### src/rtl/spad_fill_pkg.sv
// spad_fill_pkg: shared definitions for the activation scratchpad fill sequencer.
//   Contents: fill FSM state encoding, the word-width and depth defaults shared
//   with the scratchpad, and the burst-length clamp helper.
package spad_fill_pkg;

  // Defaults that must track the scratchpad instance.
  localparam int SPAD_DATA_DW = 12;
  localparam int SPAD_DEPTH   = 8;

  typedef enum logic [1:0] {
    IDLE  = 2'd0,
    READ  = 2'd1,
    DRAIN = 2'd2,
    FIN   = 2'd3
  } fill_state_e;

  // A burst can never be longer than the scratchpad, so oversize requests are
  // truncated to a full fill instead of wrapping the write address.
  function automatic int unsigned clamp_len(input int unsigned req,
                                            input int unsigned depth);
    return (req > depth) ? depth : req;
  endfunction

endpackage

### src/rtl/spad_fill_pipe.sv
// spad_fill_pipe: read-to-write pipeline of the scratchpad fill sequencer.
//   Ports: clk/rst; clr restarts the write counter; rd_vld is the registered
//   SRAM read enable, rd_dat the SRAM read data one cycle later; outputs are
//   the registered scratchpad write port (we_en/addr_we/wr_dat) and the
//   number of words written so far (written).
module spad_fill_pipe
  import spad_fill_pkg::*;
#(
  parameter int DATA_DW = SPAD_DATA_DW,
  parameter int DEPTH   = SPAD_DEPTH
) (
  input  logic                         clk,
  input  logic                         rst,
  input  logic                         clr,
  input  logic                         rd_vld,
  input  logic [DATA_DW-1:0]           rd_dat,
  output logic                         we_en,
  output logic [$clog2(DEPTH)-1:0]     addr_we,
  output logic [DATA_DW-1:0]           wr_dat,
  output logic [$clog2(DEPTH+1)-1:0]   written
);

  localparam int AW = $clog2(DEPTH);
  localparam int LW = $clog2(DEPTH+1);

  logic          re_d1_q,   re_d1_d;
  logic          we_en_q,   we_en_d;
  logic [AW-1:0] addr_we_q, addr_we_d;
  logic [DATA_DW-1:0] wr_dat_q, wr_dat_d;
  logic [LW-1:0] written_q, written_d;

  // re_d1 marks the cycle in which rd_dat holds the word requested by the
  // previous cycle's read; capturing it here puts the write one cycle later,
  // i.e. two cycles after the read was presented.
  always_comb begin
    re_d1_d   = rd_vld;
    we_en_d   = 1'b0;
    addr_we_d = addr_we_q;
    wr_dat_d  = wr_dat_q;
    written_d = written_q;
    if (clr) begin
      written_d = '0;
    end else if (re_d1_q) begin
      we_en_d   = 1'b1;
      wr_dat_d  = rd_dat;
      addr_we_d = written_q[AW-1:0];
      written_d = written_q + LW'(1);
    end
  end

  always_ff @(posedge clk or posedge rst) begin
    if (rst) begin
      re_d1_q   <= 1'b0;
      we_en_q   <= 1'b0;
      addr_we_q <= '0;
      wr_dat_q  <= '0;
      written_q <= '0;
    end else begin
      re_d1_q   <= re_d1_d;
      we_en_q   <= we_en_d;
      addr_we_q <= addr_we_d;
      wr_dat_q  <= wr_dat_d;
      written_q <= written_d;
    end
  end

  assign we_en   = we_en_q;
  assign addr_we = addr_we_q;
  assign wr_dat  = wr_dat_q;
  assign written = written_q;

endmodule

### src/rtl/spad_fill_ctrl.sv
// spad_fill_ctrl: fills the per-PE activation scratchpad from the activation
//   SRAM, one word per cycle, on a start pulse. Ports: start/base_addr/len
//   request a burst; pause throttles reads; sram_re/sram_addr/sram_rdata is
//   the SRAM read port; is_sram_in/we_en/addr_we/sram_data_in is the
//   scratchpad write port; busy/done report progress to the layer controller.
module spad_fill_ctrl
  import spad_fill_pkg::*;
#(
  parameter int DATA_DW = SPAD_DATA_DW,
  parameter int DEPTH   = SPAD_DEPTH,
  parameter int SRAM_AW = 10
) (
  input  logic                         sclk,
  input  logic                         rst,
  input  logic                         start,
  input  logic [SRAM_AW-1:0]           base_addr,
  input  logic [$clog2(DEPTH+1)-1:0]   len,
  input  logic                         sram_mode,
  input  logic                         pause,
  output logic                         sram_re,
  output logic [SRAM_AW-1:0]           sram_addr,
  input  logic [DATA_DW-1:0]           sram_rdata,
  output logic                         is_sram_in,
  output logic                         we_en,
  output logic [$clog2(DEPTH)-1:0]     addr_we,
  output logic [DATA_DW-1:0]           sram_data_in,
  output logic                         busy,
  output logic                         done
);

  localparam int LW = $clog2(DEPTH+1);

  fill_state_e        state_q,     state_d;
  logic [SRAM_AW-1:0] base_q,      base_d;
  logic [LW-1:0]      len_q,       len_d;
  logic [LW-1:0]      issued_q,    issued_d;
  logic               sram_re_q,   sram_re_d;
  logic [SRAM_AW-1:0] sram_addr_q, sram_addr_d;
  logic               busy_q,      busy_d;
  logic               done_q,      done_d;

  logic               pipe_clr;
  logic [LW-1:0]      written;
  logic [LW-1:0]      issued_inc;

  assign issued_inc = issued_q + LW'(1);

  always_comb begin
    state_d     = state_q;
    base_d      = base_q;
    len_d       = len_q;
    issued_d    = issued_q;
    sram_re_d   = 1'b0;
    sram_addr_d = sram_addr_q;
    busy_d      = busy_q;
    done_d      = 1'b0;
    pipe_clr    = 1'b0;

    unique case (state_q)
      IDLE: begin
        busy_d = 1'b0;
        if (start) begin
          if (len != '0) begin
            base_d   = base_addr;
            len_d    = LW'(clamp_len(32'(len), DEPTH));
            issued_d = '0;
            pipe_clr = 1'b1;
            busy_d   = 1'b1;
            state_d  = READ;
          end else begin
            // Empty burst: report completion without touching either memory.
            done_d  = 1'b1;
            state_d = FIN;
          end
        end
      end

      READ: begin
        if (!pause && (issued_q < len_q)) begin
          sram_re_d   = 1'b1;
          // Address arithmetic is modulo the SRAM size; wrap is intentional.
          sram_addr_d = base_q + SRAM_AW'(issued_q);
          issued_d    = issued_inc;
          if (issued_inc == len_q) begin
            state_d = DRAIN;
          end
        end
      end

      DRAIN: begin
        // written reaches len in the same cycle the last write is presented,
        // so leaving here keeps that write visible for its full cycle.
        if (written == len_q) begin
          done_d  = 1'b1;
          busy_d  = 1'b0;
          state_d = FIN;
        end
      end

      FIN: begin
        state_d = IDLE;
      end

      default: begin
        state_d = IDLE;
      end
    endcase
  end

  always_ff @(posedge sclk or posedge rst) begin
    if (rst) begin
      state_q     <= IDLE;
      base_q      <= '0;
      len_q       <= '0;
      issued_q    <= '0;
      sram_re_q   <= 1'b0;
      sram_addr_q <= '0;
      busy_q      <= 1'b0;
      done_q      <= 1'b0;
    end else begin
      state_q     <= state_d;
      base_q      <= base_d;
      len_q       <= len_d;
      issued_q    <= issued_d;
      sram_re_q   <= sram_re_d;
      sram_addr_q <= sram_addr_d;
      busy_q      <= busy_d;
      done_q      <= done_d;
    end
  end

  spad_fill_pipe #(
    .DATA_DW (DATA_DW),
    .DEPTH   (DEPTH)
  ) u_pipe (
    .clk     (sclk),
    .rst     (rst),
    .clr     (pipe_clr),
    .rd_vld  (sram_re_q),
    .rd_dat  (sram_rdata),
    .we_en   (we_en),
    .addr_we (addr_we),
    .wr_dat  (sram_data_in),
    .written (written)
  );

  assign sram_re    = sram_re_q;
  assign sram_addr  = sram_addr_q;
  assign busy       = busy_q;
  assign done       = done_q;
  // Combinational on purpose: the scratchpad must see SRAM-load mode from the
  // first cycle of busy, and it samples on negedge so there is setup margin.
  assign is_sram_in = sram_mode | busy_q;

endmodule

### config.mk
export PLATFORM = sky130hd
export DESIGN_NAME = spad_fill_ctrl
export DESIGN_NICKNAME = d
export VERILOG_FILES = /design/src/rtl/spad_fill_pkg.sv /design/src/rtl/spad_fill_pipe.sv /design/src/rtl/spad_fill_ctrl.sv
export SDC_FILE = /design/constraint.sdc
export NUM_CORES = 1
export LEC_CHECK = 0
export BUFFER_PORTS_ARGS = -buffer_cell sky130_fd_sc_hd__buf_4
export CAP_MARGIN = 10
export CORE_MARGIN = 1
export CORE_UTILIZATION = 54
export DETAILED_ROUTE_END_ITERATION = 8
export MAX_ROUTING_LAYER = met4
export PLACE_DENSITY = 0.88
export SLEW_MARGIN = 20
export SYNTH_ARGS = -nofsm -noshare
export SYNTH_HDL_FRONTEND = slang
export SYNTH_HIERARCHICAL = 1
export SYNTH_SLANG_ARGS = --single-unit
### constraint.sdc
create_clock -name sclk -period 2.9 [get_ports sclk]
set_clock_uncertainty 0.15 [all_clocks]
set_input_delay 0.58 -clock sclk [delete_from_list [all_inputs] [get_ports sclk]]
set_output_delay 0.58 -clock sclk [all_outputs]
set_load 0.01 [all_outputs]
After elaboration in Yosys (flattened, before gate mapping)
Index checks and enable logic that the tools add are counted.
Widths: inputs -> output; s select.
Storage, ports and cells
  input port bits: 31
  word-level logic and storage cells: 69
  output and inout bits: 30
  register bits: 54
Cells by class
  reductions and logical operators: 13
  multiplexer cells: 26
  bitwise logic cells: 2
  magnitude comparators: 2
  $add $sub $neg: 3
  equal/unequal tests: 10
Operators by type and width (number)
  $mux 4: 6
  $mux 1: 11
  $add 10x4->10: 1
  $mux 2: 5
  $ne 2x2->1 const B: 5
  $add 4x1->4 const B: 2
  $eq 4x4->1: 2
  $pmux 2 s4: 1
  $pmux 4 s2: 1
  $reduce_and 4->1: 2
  $reduce_and 2->1: 3
  $reduce_bool 2->1: 3
  $eq 2x2->1 const B: 2
  $gt 4x4->1 const B: 1
  $lt 4x4->1: 1
  $pmux 1 s2: 2
  $reduce_bool 4->1: 1
  $reduce_and 3->1: 1
  $eq 2x1->1 const B: 1
  $logic_not 2->1: 1
  $logic_and 1x1->1: 1
  $logic_not 1->1: 1
  $not 1->1: 1
  $or 1x1->1: 1

Longest topological paths before layout
  word-level depth: 6
  depth in mapped cells: 10
  depth with buffers taken out: 7

Hierarchy
Netlist, hierarchy kept.
Modules (own cells, without submodules)
  spad_fill_ctrl: cells an instance 173, seq. area each 825.8 um2, area each 1906.8 um2, times used 1
  spad_fill_pipe: cells an instance 53, seq. area each 525.5 um2, area each 877.1 um2, times used 1

Worst setup path after synthesis
No wires, ideal clock.
  path kind: reg-to-reg
  start: reg state_q[0]
  end: reg u_pipe.addr_we_q[0], in the netlist u_pipe/addr_we[0]
  arrival: 2.023 ns
  stages on the path, launching flop included: 11
  slack: 0.602 ns
  buffers on the path: 4
  library setup time: 0.125 ns
  clock period less this slack: 2.298 ns
  required time: 2.625 ns
  cells stage by stage: dfrtp_1 -> inv_1 -> ha_1 -> buf_4 -> nand2_1 -> nor2_2 -> buf_2 -> nor2b_4 -> buf_6 -> buf_12 -> mux2_4
On the way
  cells in the longest elaborated chain, start to end: 4
RTL lines
  from (decl): line spad_fill_ctrl.sv:33  | fill_state_e state_q, state_d;
  from (signal assigned): line spad_fill_ctrl.sv:121  | state_q <= state_d;
  $logic_not 2->1: line spad_fill_ctrl.sv:59  | unique case (state_q)
  $mux 1: line spad_fill_ctrl.sv:59
  via pipe_clr: line spad_fill_ctrl.sv:42  | logic pipe_clr;
  $not 1->1 (no line)
  $reduce_and 2->1 (no line)
  to (signal assigned): line spad_fill_pipe.sv:61  | addr_we_q <= addr_we_d;
  to (decl): line spad_fill_pipe.sv:28  | logic [AW-1:0] addr_we_q, addr_we_d;
The timed path passes the listed nets, and every way through them passes these cells.
A chain may end at the register's enable or synchronous reset.

Final worst setup path
  start: reg issued_q[1]
  end: reg issued_q[1]
On the way
  cells in the longest elaborated chain, start to end: 4
  elaborated cells between the ends (all ways): 7
  classes of those cells: add/sub: 1; order compare: 1; eq/ne: 1; mux: 2; reduce/logical: 2
RTL lines
  from (decl): line spad_fill_ctrl.sv:36  | logic [LW-1:0] issued_q, issued_d;
  from (signal assigned): line spad_fill_ctrl.sv:124  | issued_q <= issued_d;
  $lt 4x4->1: line spad_fill_ctrl.sv:79  | if (!pause && (issued_q < len_q)) begin
  $logic_and 1x1->1: line spad_fill_ctrl.sv:79
  $ne 2x2->1 (no line)
  $reduce_and 4->1 (no line)
Several ways; a longest one is shown, not always the timed one. The select of a mux whose other input is x is not followed.

==> results.py <==
metrics = {
    "clocking": {
        "htree_levels": 2,
        "cts_hold_buf": 0,
        "cts_setup_buffers": 0,
        "clockRootBuffer": "clkbuf_8",
        "cts_tree": "built",
        "numCtsBuffers": 5,
        "clockBufferDepth": 2,
        "clk_pin_slew_ns": 0.10,
        "clk_latency_ns": 0.30,
        "cts_resized": 0,
        "cts_sinks": 54,
    },
    "global_routing": {
        "antenna_found_initial": 0,
        "overflow": 0,
        "grtUsageTotal": 0.215,
        "grt_pass1_wl_um": 8710,
        "grt_pass1_vias": 1887,
        "grt_start_max_net_pins": 34,
    },
    "sta": {
        "finalSetupViolCount": 0,
        "finalMaxSlewViolations": 0,
        "hold_ws_ns": 0.217,
        "fin_crit_sh": 0.820,
        "finalCriticalPeriod_ns": 2.38,
        "worstMarginPinSlew_ns": 0.739,
        "max_freq_ghz": 0.420,
        "hold_viol": 0,
        "setup_slack_ns": 0.522,
        "tns_ns": 0,
        "rsz0062_at_grt": "false",
        "maxSlewHeadroom": 0.507,
    },
    "synth": {
        "yosysWarnings": 6,
        "yosys_most_used_dff": "dfrtp_1",
        "synth_compound_area_frac": 0.0930,
        "yosysTopAreaCellShare": 0.485,
        "synth_fa_ha_area_frac": 0.0656,
        "postSynthAreaPerCell_um2": 12.3,
        "yosys.area_share.simple": 0.101,
        "yosysTopAreaCell": "dfrtp_1",
        "muxShareOfSynthArea": 0.144,
        "synth_edf_count": 0,
        "synthCells": 226,
        "yosys.area_share.xor_xnor": 0.0589,
        "netlist_area_um2": 2780,
        "synth-seq-area-share": 0.485,
        "synth_top_family_by_area": "multiplexers",
        "synth-async-reset-ratio": 1.00,
        "syn-num-nets": 271,
        "synth_cell_types": 45,
        "postSynthRegisterBits": 54,
        "ys_top_cells_by_area": "dfrtp_1 (49%), mux2_2 (8.1%), ha_1 (5.8%)",
    },
    "cells_and_area": {
        "utilization": 0.696,
        "fin_nets": 335,
        "syn_to_final_growth_pct": 21.2,
        "layout.area.seq_um2": 1350,
        "multi_input_area_um2": 1290,
        "drive_gt1_frac": 0.395,
        "antennaDiodeCount": 0,
        "fillers": 363,
    },
    "floorplanning": {
        "start_util": 0.574,
        "core_um2": 4850,
        "fp.dieW_um": 73.8,
        "io_pins": 61,
        "die_y_um": 73.8,
        "dieArea_um2": 5450,
        "rows": 25,
    },
    "power": {
        "ir_drop_v": 0.000238,
        "pwr_density_cell_nw_per_um2": 387,
        "power.leakage_uw": 0.00170,
        "total_power_uw": 1310,
    },
    "placement": {
        "hpwl_um": 3740,
        "gp_congestion": 0.876,
        "place_ws_ns": 0.499,
        "port_buffers": 60,
    },
    "setup_path": {
        "regToRegEndpoint": "issued_q[1]$_DFFE_PP0P_",
        "startpoint": "issued_q[1]$_DFFE_PP0P_",
        "crit_type": "flip-flop to flip-flop",
        "path_max_fanout": 10,
        "crit_path_end": "issued_q[1]$_DFFE_PP0P_",
        "crit_arrival_ns": 2.42,
        "r2r_cells": 7,
        "ff2ff_setup_slack_ns": 0.52,
        "required_ns": 2.94,
        "r2r_start": "issued_q[1]$_DFFE_PP0P_",
        "cp-start-kind": "flip-flop",
        "cp-end-kind": "flip-flop",
    },
    "detailed_routing": {
        "routed_wl_um": 5110,
        "drc": 0,
        "antenna_left": 0,
        "detail_route.wl_per_cell_um": 14.3,
        "drtIter0Drc": 93,
        "avgViaCountPerCell": 5.26,
        "dr.pass1.iters": 4,
        "num_vias": 1882,
    },
    "status": {
        "status": "complete, no violations",
    },
    "min_path": {
        "hold_path.class": "input pin to async pin",
    },
    "flow_run": {
        "drv_cap": 0,
    },
}
-- per-layer routing --
layer  track usage  vias to the layer above  wire, um
li1              -                      907         -
met1         0.266                      921      2260
met2         0.371                       48      2630
met3        0.0412                        6       184
met4        0.0406                        0        28
met5             -                        -         0
-- critical path: stages, from the launching register on --
cell,delay (ns)
dfrtp_1,0.48
ha_1,0.30
nor2b_4,0.12
o31ai_2,0.25
and3_1,0.45
buf_4,0.21
nor2_2,0.04
a211o_1,0.26
-- area by class of cell --
type                       count  share of cell area
inverter                      14              0.0156
multi-input combinational    150               0.381
tap                           67              0.0248
clock buffer                   5              0.0204
clock inverter                 3              0.0130
timing repair buffer          65               0.145
sequential                    54               0.400
-- flip-flops by register name, indices dropped and copies added (netlist names) --
register / flops
busy: 1
len_q: 4
u_pipe/written: 4
sram_addr: 10
issued_q: 4
u_pipe/we_en: 1
sram_re: 1
base_q: 10
u_pipe/re_d1_q: 1
u_pipe/wr_dat: 12
state_q: 2
u_pipe/addr_we: 3
done: 1
-- power by group --
part	switching, uW	internal (uW)
clock	243	259
sequential	0	752
combinational	24.9	28.2
-- synthesized netlist by cell type, drive strengths merged, types with 2 or more instances --
cell type / instances
dfrtp: 54
mux2: 29
nor2: 16
inv: 14
a21oi: 13
ha: 13
nand2: 11
o21ai: 10
buf: 8
xnor2: 8
xor2: 8
mux2i: 4
nor2b: 4
a21o: 3
and3: 3
nand3b: 3
nand4: 3
a211o: 2
nor4: 2
o22ai: 2
o31ai: 2
-- per-stage QoR --
| stage | area (um^2) | cells |
|---|---|---|
| 6_report | 3370 | 358 |
| 3_5_place_dp | 3260 | 350 |
| 2_1_floorplan | 2780 | 226 |
| 5_1_grt | 3370 | 358 |
| 3_3_place_gp | 3260 | 350 |
| 4_1_cts | 3370 | 358 |
-- how the worst min path moves through the flow --
| stage | slack [ns] | end | depth (start not counted) | from |
|---|---|---|---|---|
| global route | 0.25 | base_q[5]$_DFFE_PP0P_ | 3 | rst |
| finish | 0.22 | sram_addr[8]$_DFFE_PP0P_ | 3 | rst |
| floorplan | 0.27 | u_pipe/re_d1_q$_DFF_PP0_ | 0 | sram_re$_DFF_PP0_ |
| global placement | 0.21 | u_pipe/re_d1_q$_DFF_PP0_ | 0 | sram_re$_DFF_PP0_ |
| CTS | 0.23 | busy$_DFFE_PP0P_ | 3 | rst |
| detailed placement | 0.22 | u_pipe/re_d1_q$_DFF_PP0_ | 0 | sram_re$_DFF_PP0_ |
-- logic make-up (layout without fill, tap and decap cells) --
logic type,Yosys count,count (layout)
compound gates,39,39
xor+xnor,17,17
fa+ha+maj,14,14
buf+inv,22,87
flops,54,54
mux,33,33
simple gates,47,47
-- cells in the final DEF, fill, tap and decap left out, drive strengths merged, types with 2 or more instances in the layout --
| master | count |
|---|---|
| nand2 | 11 |
| o21ai | 10 |
| nand4 | 3 |
| clkbuf | 5 |
| nor4 | 2 |
| a21o | 3 |
| nor2b | 4 |
| mux2i | 4 |
| o22ai | 2 |
| dfrtp | 54 |
| and3 | 3 |
| xnor2 | 8 |
| buf | 65 |
| nor2 | 16 |
| a21oi | 13 |
| inv | 15 |
| nand3b | 3 |
| mux2 | 29 |
| ha | 13 |
| o31ai | 2 |
| a211o | 2 |
| xor2 | 8 |
Power figures use the tool's default switching activity.
